==> src/rtl/noc_link_if.sv <==
// Flit/credit handshake bundle for one NoC link direction.
// The master sends flits and receives credits; the slave receives flits and returns credits.
interface noc_link_if #(
    parameter int FLIT_WIDTH = 128,
    parameter int DEST_WIDTH = 6
);
    logic [FLIT_WIDTH-1:0] data;
    logic [DEST_WIDTH-1:0] dest;
    logic                  is_tail;
    logic                  send;
    logic                  credit;

    modport master (output data, dest, is_tail, send, input credit);
    modport slave  (input data, dest, is_tail, send, output credit);
endinterface

==> src/rtl/noc_pipeline_link.sv <==
// Credit-based retiming link: NUM_PIPELINE register stages for flits (forward) and credits (reverse),
// plus input-side packet framing and traffic counters. Optional credit checker: NOC_LINK_CREDIT_CHECK_EN.
module noc_pipeline_link #(
    parameter int NUM_PIPELINE      = 2,
    parameter int FLIT_WIDTH        = 128,
    parameter int DEST_WIDTH        = 6,
    parameter int FLIT_BUFFER_DEPTH = 1,
    parameter int CNT_WIDTH         = 32
) (
    input  logic                 clk_noc,
    input  logic                 rst_n,
    noc_link_if.slave            up,
    noc_link_if.master           dn,
    output logic                 in_packet,
    output logic [CNT_WIDTH-1:0] flit_count,
    output logic [CNT_WIDTH-1:0] packet_count,
    output logic                 credit_err
);

    typedef struct packed {
        logic                  send;
        logic                  tail;
        logic [DEST_WIDTH-1:0] dest;
        logic [FLIT_WIDTH-1:0] data;
    } flit_t;

    typedef enum logic {
        IDLE,
        OPEN
    } frame_state_e;

    flit_t fwd_in;
    flit_t fwd_out;

    assign fwd_in      = '{send: up.send, tail: up.is_tail, dest: up.dest, data: up.data};
    assign dn.send     = fwd_out.send;
    assign dn.is_tail  = fwd_out.tail;
    assign dn.dest     = fwd_out.dest;
    assign dn.data     = fwd_out.data;

    if (NUM_PIPELINE == 0) begin : g_wire
        assign fwd_out   = fwd_in;
        assign up.credit = dn.credit;
    end else begin : g_pipe
        flit_t                   fwd_q [NUM_PIPELINE];
        flit_t                   fwd_d [NUM_PIPELINE];
        logic [NUM_PIPELINE-1:0] crd_q;
        logic [NUM_PIPELINE-1:0] crd_d;

        always_comb begin
            fwd_d[0] = fwd_in;
            crd_d[0] = dn.credit;
            for (int k = 1; k < NUM_PIPELINE; k++) begin
                fwd_d[k] = fwd_q[k-1];
                crd_d[k] = crd_q[k-1];
            end
        end

        // NOTE: payload stages are reset too (not just send) so data/dest read 0 while in reset;
        // <= lets every stage shift from its pre-edge neighbour in one clock.
        always_ff @(posedge clk_noc or negedge rst_n) begin
            if (!rst_n) begin
                for (int k = 0; k < NUM_PIPELINE; k++) fwd_q[k] <= '0;
                crd_q <= '0;
            end else begin
                for (int k = 0; k < NUM_PIPELINE; k++) fwd_q[k] <= fwd_d[k];
                crd_q <= crd_d;
            end
        end

        assign fwd_out   = fwd_q[NUM_PIPELINE-1];
        assign up.credit = crd_q[NUM_PIPELINE-1];
    end

    frame_state_e           state_q, state_d;
    logic [CNT_WIDTH-1:0]   flit_count_q, flit_count_d;
    logic [CNT_WIDTH-1:0]   packet_count_q, packet_count_d;

    always_ff @(posedge clk_noc or negedge rst_n) begin
        if (!rst_n) begin
            state_q        <= IDLE;
            flit_count_q   <= '0;
            packet_count_q <= '0;
        end else begin
            state_q        <= state_d;
            flit_count_q   <= flit_count_d;
            packet_count_q <= packet_count_d;
        end
    end

    // NOTE: default assignment first so no path through this block infers a latch.
    always_comb begin
        state_d = state_q;
        if (up.send) begin
            case (state_q)
                IDLE:    state_d = up.is_tail ? IDLE : OPEN;
                OPEN:    state_d = up.is_tail ? IDLE : OPEN;
                default: state_d = IDLE;
            endcase
        end
        flit_count_d   = flit_count_q + CNT_WIDTH'(up.send);
        packet_count_d = packet_count_q + CNT_WIDTH'(up.send & up.is_tail);
    end

    always_comb begin
        in_packet    = (state_q == OPEN);
        flit_count   = flit_count_q;
        packet_count = packet_count_q;
    end

`ifdef NOC_LINK_CREDIT_CHECK_EN
    localparam int CRED_W = $clog2(FLIT_BUFFER_DEPTH + 1) + 1;
    localparam logic [CRED_W-1:0] CRED_MAX = CRED_W'(FLIT_BUFFER_DEPTH);

    logic [CRED_W-1:0] cred_q, cred_d;
    logic              err_q, err_d;
    logic [CRED_W:0]   cred_sum;
    logic              overrun;
    logic              spurious;

    // Credits the downstream buffer still has free, seen from the link output.
    always_comb begin
        cred_sum = {1'b0, cred_q} + {{CRED_W{1'b0}}, dn.credit} - {{CRED_W{1'b0}}, dn.send};
        overrun  = dn.send && (cred_q == '0) && !dn.credit;
        spurious = !overrun && (cred_sum > {1'b0, CRED_MAX});
        if (overrun)       cred_d = '0;
        else if (spurious) cred_d = CRED_MAX;
        else               cred_d = cred_sum[CRED_W-1:0];
        err_d = err_q | overrun | spurious;
    end

    always_ff @(posedge clk_noc or negedge rst_n) begin
        if (!rst_n) begin
            cred_q <= CRED_MAX;
            err_q  <= 1'b0;
        end else begin
            cred_q <= cred_d;
            err_q  <= err_d;
        end
    end

    assign credit_err = err_q;

    a_credit_protocol: assert property (@(posedge clk_noc) disable iff (!rst_n) !(overrun || spurious))
        else $error("noc_pipeline_link: credit protocol violation (overrun=%0b spurious=%0b)", overrun, spurious);
`else
    assign credit_err = 1'b0;
`endif

endmodule

==> src/flat_wrapper.sv <==
// flat-port wrapper written by rule: the top's interface ports become plain ports
module noc_pipeline_link_flat 
#(
    parameter int NUM_PIPELINE      = 2,
    parameter int FLIT_WIDTH        = 128,
    parameter int DEST_WIDTH        = 6,
    parameter int FLIT_BUFFER_DEPTH = 1,
    parameter int CNT_WIDTH         = 32
)
  (clk_noc, rst_n, in_packet, flit_count, packet_count, credit_err, up_data, up_dest, up_is_tail, up_send, up_credit, dn_data, dn_dest, dn_is_tail, dn_send, dn_credit);
  noc_link_if #(.FLIT_WIDTH(FLIT_WIDTH), .DEST_WIDTH(DEST_WIDTH)) up_i ();
  noc_link_if #(.FLIT_WIDTH(FLIT_WIDTH), .DEST_WIDTH(DEST_WIDTH)) dn_i ();
  input  logic clk_noc;
  input  logic rst_n;
  output logic in_packet;
  output logic [CNT_WIDTH-1:0] flit_count;
  output logic [CNT_WIDTH-1:0] packet_count;
  output logic credit_err;
  input wire logic [$bits(up_i.data)-1:0] up_data;
  input wire logic [$bits(up_i.dest)-1:0] up_dest;
  input wire logic [$bits(up_i.is_tail)-1:0] up_is_tail;
  input wire logic [$bits(up_i.send)-1:0] up_send;
  output wire logic [$bits(up_i.credit)-1:0] up_credit;
  output wire logic [$bits(dn_i.data)-1:0] dn_data;
  output wire logic [$bits(dn_i.dest)-1:0] dn_dest;
  output wire logic [$bits(dn_i.is_tail)-1:0] dn_is_tail;
  output wire logic [$bits(dn_i.send)-1:0] dn_send;
  input wire logic [$bits(dn_i.credit)-1:0] dn_credit;
  assign up_i.data = up_data;
  assign up_i.dest = up_dest;
  assign up_i.is_tail = up_is_tail;
  assign up_i.send = up_send;
  assign up_credit = up_i.credit;
  assign dn_data = dn_i.data;
  assign dn_dest = dn_i.dest;
  assign dn_is_tail = dn_i.is_tail;
  assign dn_send = dn_i.send;
  assign dn_i.credit = dn_credit;
  noc_pipeline_link #(.NUM_PIPELINE(NUM_PIPELINE), .FLIT_WIDTH(FLIT_WIDTH), .DEST_WIDTH(DEST_WIDTH), .FLIT_BUFFER_DEPTH(FLIT_BUFFER_DEPTH), .CNT_WIDTH(CNT_WIDTH)) u_core (.clk_noc(clk_noc), .rst_n(rst_n), .up(up_i), .dn(dn_i), .in_packet(in_packet), .flit_count(flit_count), .packet_count(packet_count), .credit_err(credit_err));
endmodule
==> config.mk <==
export PLATFORM = sky130hd
export DESIGN_NAME = noc_pipeline_link_flat
export DESIGN_NICKNAME = d
export VERILOG_FILES = /design/src/rtl/noc_link_if.sv /design/src/rtl/noc_pipeline_link.sv /design/src/flat_wrapper.sv
export SDC_FILE = /design/constraint.sdc
export NUM_CORES = 1
export LEC_CHECK = 0
export CAP_MARGIN = 20
export CELL_PAD_IN_SITES_DETAIL_PLACEMENT = 1
export CELL_PAD_IN_SITES_GLOBAL_PLACEMENT = 2
export CORE_MARGIN = 1
export CORE_UTILIZATION = 25
export DETAILED_ROUTE_END_ITERATION = 16
export DONT_BUFFER_PORTS = 1
export MAX_ROUTING_LAYER = met4
export PLACE_DENSITY_LB_ADDON = 0.12
export SLEW_MARGIN = 20
export SYNTH_ARGS = -nofsm -noshare
export SYNTH_HDL_FRONTEND = slang
export SYNTH_SLANG_ARGS = --single-unit
==> constraint.sdc <==
create_clock -name clk_noc -period 1.71 [get_ports clk_noc]
set_clock_uncertainty 0.05 [all_clocks]
set_input_delay 0.0855 -clock clk_noc [delete_from_list [all_inputs] [get_ports clk_noc]]
set_output_delay 0.0855 -clock clk_noc [all_outputs]
set_load 0.02 [all_outputs]
==> impl_metrics.toml <==
[sta]
max_freq_mhz = 569
hold_slack_ns = -0.798
final_cycle_share_pct = 103
final-setup-viol-count = 3
postLayoutSetupSlackWorst_ns = -0.0472
layout_min_cycle_time_ns = 1.76
report.final.hold_viol_count = 339
pins_over_their_slew_limit = 0
grt_setup_unrepaired = "yes"

[worst_setup_path]
cpMaxStageDelayCell = "or4_4"
cp_top_family = "simple AND/OR/NAND/NOR gates"
worstPathCellList = "ha_4, nand3_4, or4_4, nor2_4, and4_1, xor2_1"
data_arrival_time_at_the_worst_slack_endpoint_ns = 2.16
worst-path-buf-inv = 0
timing.critical_path.to_type = "flip-flop"
worst-setup-path-type = "reg2reg"
critPathLaunchType = "flip-flop"
critical_path_peak_fanout = 4
cp.required_ns = 2.12
delay_of_the_slowest_critical_path_stage_ns = 0.54

[final_layout]
n_fill_cell = 3838
syn_to_final_growth_pct = 43.0
mostFrequentLayoutCell = "dfrtp_1"
layout.cells.most_common_list = "dfrtp_1, dlygate4sd3_1, buf_4"
post_route_cells_drive_above_1_share_pct = 22.7
layout_cells_excl_fill = 1331
post_layout_utilization_of_the_core_pct = 36.6
layout.nets = 931
sequential_standard_cell_area_um2 = 8490
multi_input_area_um2 = 1350

[routing]
dr.pass1.iters = 4
postRouteAntennaNets = 0
post_drt_wl_per_cell_um = 17.8
drt_wl_total_mm = 23.7
drt-initial-drc-count = 117
avgViaCountPerCell = 3.88
dr_vias = 5164
drcViolationCount = 0

[global_route]
grt_max_degree = 340
grt_remaining_overflow = 0
grt_pass1_wl_mm = 35.9
track_usage_pct = 12.5
first_global_vias = 5992
antenna_found_initial = 4

[pwr]
total_power_mw = 18.6
max-vdd-ir-drop_v = 0.000684
power.leakage_nw = 6.30
power-per-cell-area_nw_per_um2 = 1340

[flow_run]
maxCapViolCount = 0

[place]
post-place-ws_ns = -0.0739
port_buffers = 0
routability_congestion_estimate = 0.727
hpwlAfterDp_mm = 15.8
dp.cells = 1106

[run_status]
status = "complete, but fails checks"
violations_in_the_final_reports = "negative hold slack, negative setup slack"

[synth]
synth_seq_cells = 339
synth.net_count = 663
synth_seq_area_share_pct = 87.3
synthesis.area_per_instance_um2 = 18.7
yosys.cell_types.count = 28
synth_cells = 519
post_synth_instance_area_um2 = 9720
yosysWarnings = 0

[cts]
clock_tree.root_cell = "clkbuf_16"
tritoncts = "built"
clock_tree.htree_level_count = 2
clock_sink_count = 339
clk_latency_ns = 0.53
total_clock_buffers_created_by_cts = 38
clkTransAtPathRegs_ns = 0.06
cts_buffer_depth = 3

[floorplan]
die_area_um2 = 39700
num_rows = 71
die_h_um = 199
die_width_um = 199
initial_utilization_pct = 25.6
design.portCount = 342
floorplan.core_area_um2 = 37900

[worst_hold_path]
worstHoldPathType = "in2async"
==> worst register-to-register path, cell delays in order (launching register included) <==
cell and delay (ns):
dfrtp_2 0.37, ha_4 0.14, nand3_4 0.09, or4_4 0.55
nor2_4 0.14, and4_1 0.20, xor2_1 0.13
==> synthesized netlist by cell type (all sizes together) <==
cell type  count  area (µm²)
and2           5        31.3
and3          11        68.8
and4           5        43.8
buf            2        12.5
clkbuf         1        3.75
conb           1        3.75
dfrtp        339        8480
ha             5        62.6
inv            4        15.0
mux2i          1        10.0
nand2         26         105
nand2b         1        6.26
nand3         13        70.1
nand4         18         113
nor2          14        60.1
nor3           6        40.0
nor4           4        31.3
nor4b          1        15.0
or2            1        6.26
or4            1        11.3
xnor2         39         342
xor2          21         184
==> power by group <==
| group | leakage [nW] | total [mW] | internal [mW] | switching, mW |
|---|---|---|---|---|
| sequential | 4.06 | 9.03 | 8.52 | 0.514 |
| clock | 0.633 | 8.23 | 5.00 | 3.23 |
| combinational | 1.61 | 1.37 | 0.758 | 0.610 |
==> metal layers <==
metal | global-route usage (%) | vias to the layer above | share of wire [%]
met1 | 13.2 | 2658 | 36
li1 | - | 2233 | -
met4 | 7.04 | 0 | 4.4
met2 | 19.8 | 215 | 49
met3 | 5.25 | 58 | 11
met5 | - | - | 0
==> per-stage QoR <==
stage	area (µm²)	setup TNS (ns)
floorplan	9760	-0.220
global placement	11000	-0.146
detailed placement	11000	-0.417
CTS	13800	-0.321
global route	13900	-1.23
finish	13900	-0.0899
==> area by class of cell <==
cell class                      count  share of cell area, %
Antenna cell                        4                 0.0720
Clock buffer                       51                   7.64
Clock inverter                     18                   1.60
Inverter                            4                  0.108
Multi-Input combinational cell    173                   9.74
Sequential cell                   339                   61.1
Tap cell                          511                   4.60
Timing Repair Buffer              231                   15.2
==> what timing repair did <==
action / 4_1_cts / 5_1_grt
hold buffers: 142 / 1
endpoints found under the setup margin: 20 / 29
pin swaps: 5 / 15
resized for setup: 12 / 16
buffers inserted: 3 / 6
endpoints found under the hold margin: 483 / 340
==> final timing paths <==
kind	from	end	slack [ns]	cells after the start
hold / removal	rst_n	u_core.dn.data[97]	-0.80	0
setup / recovery	u_core.flit_count[0]	u_core.flit_count[19]	-0.05	6
max in group asynchronous	rst_n	u_core.packet_count[0]	1.97	0
min in group clk_noc	up_send	u_core.flit_count[2]	0.01	4
hold reg to reg	u_core.g_pipe.fwd_d[85]	u_core.dn.data[85]	0.30	0
setup reg to reg	u_core.flit_count[0]	u_core.flit_count[19]	-0.05	6
==> cell families after synthesis <==
group	synth area share, %
other	0.0386
multiplexers	0.103
flip-flops	87.3
AND/OR/NAND/NOR	6.19
adder cells (fa/ha/maj)	0.644
buffers and inverters	0.322
XOR/XNOR	5.41
==> sequential cells by signal (all words and copies together) (netlist names) <==
| signal | flops |
|---|---|
| u_core.g_pipe.crd_q | 2 |
| u_core.dn.dest | 6 |
| u_core.flit_count | 32 |
| u_core.g_pipe.fwd_d | 136 |
| u_core.dn.is_tail | 1 |
| u_core.dn.data | 128 |
| u_core.dn.send | 1 |
| u_core.in_packet | 1 |
| u_core.packet_count | 32 |
Note: power is estimated with default switching activity, not from simulation.
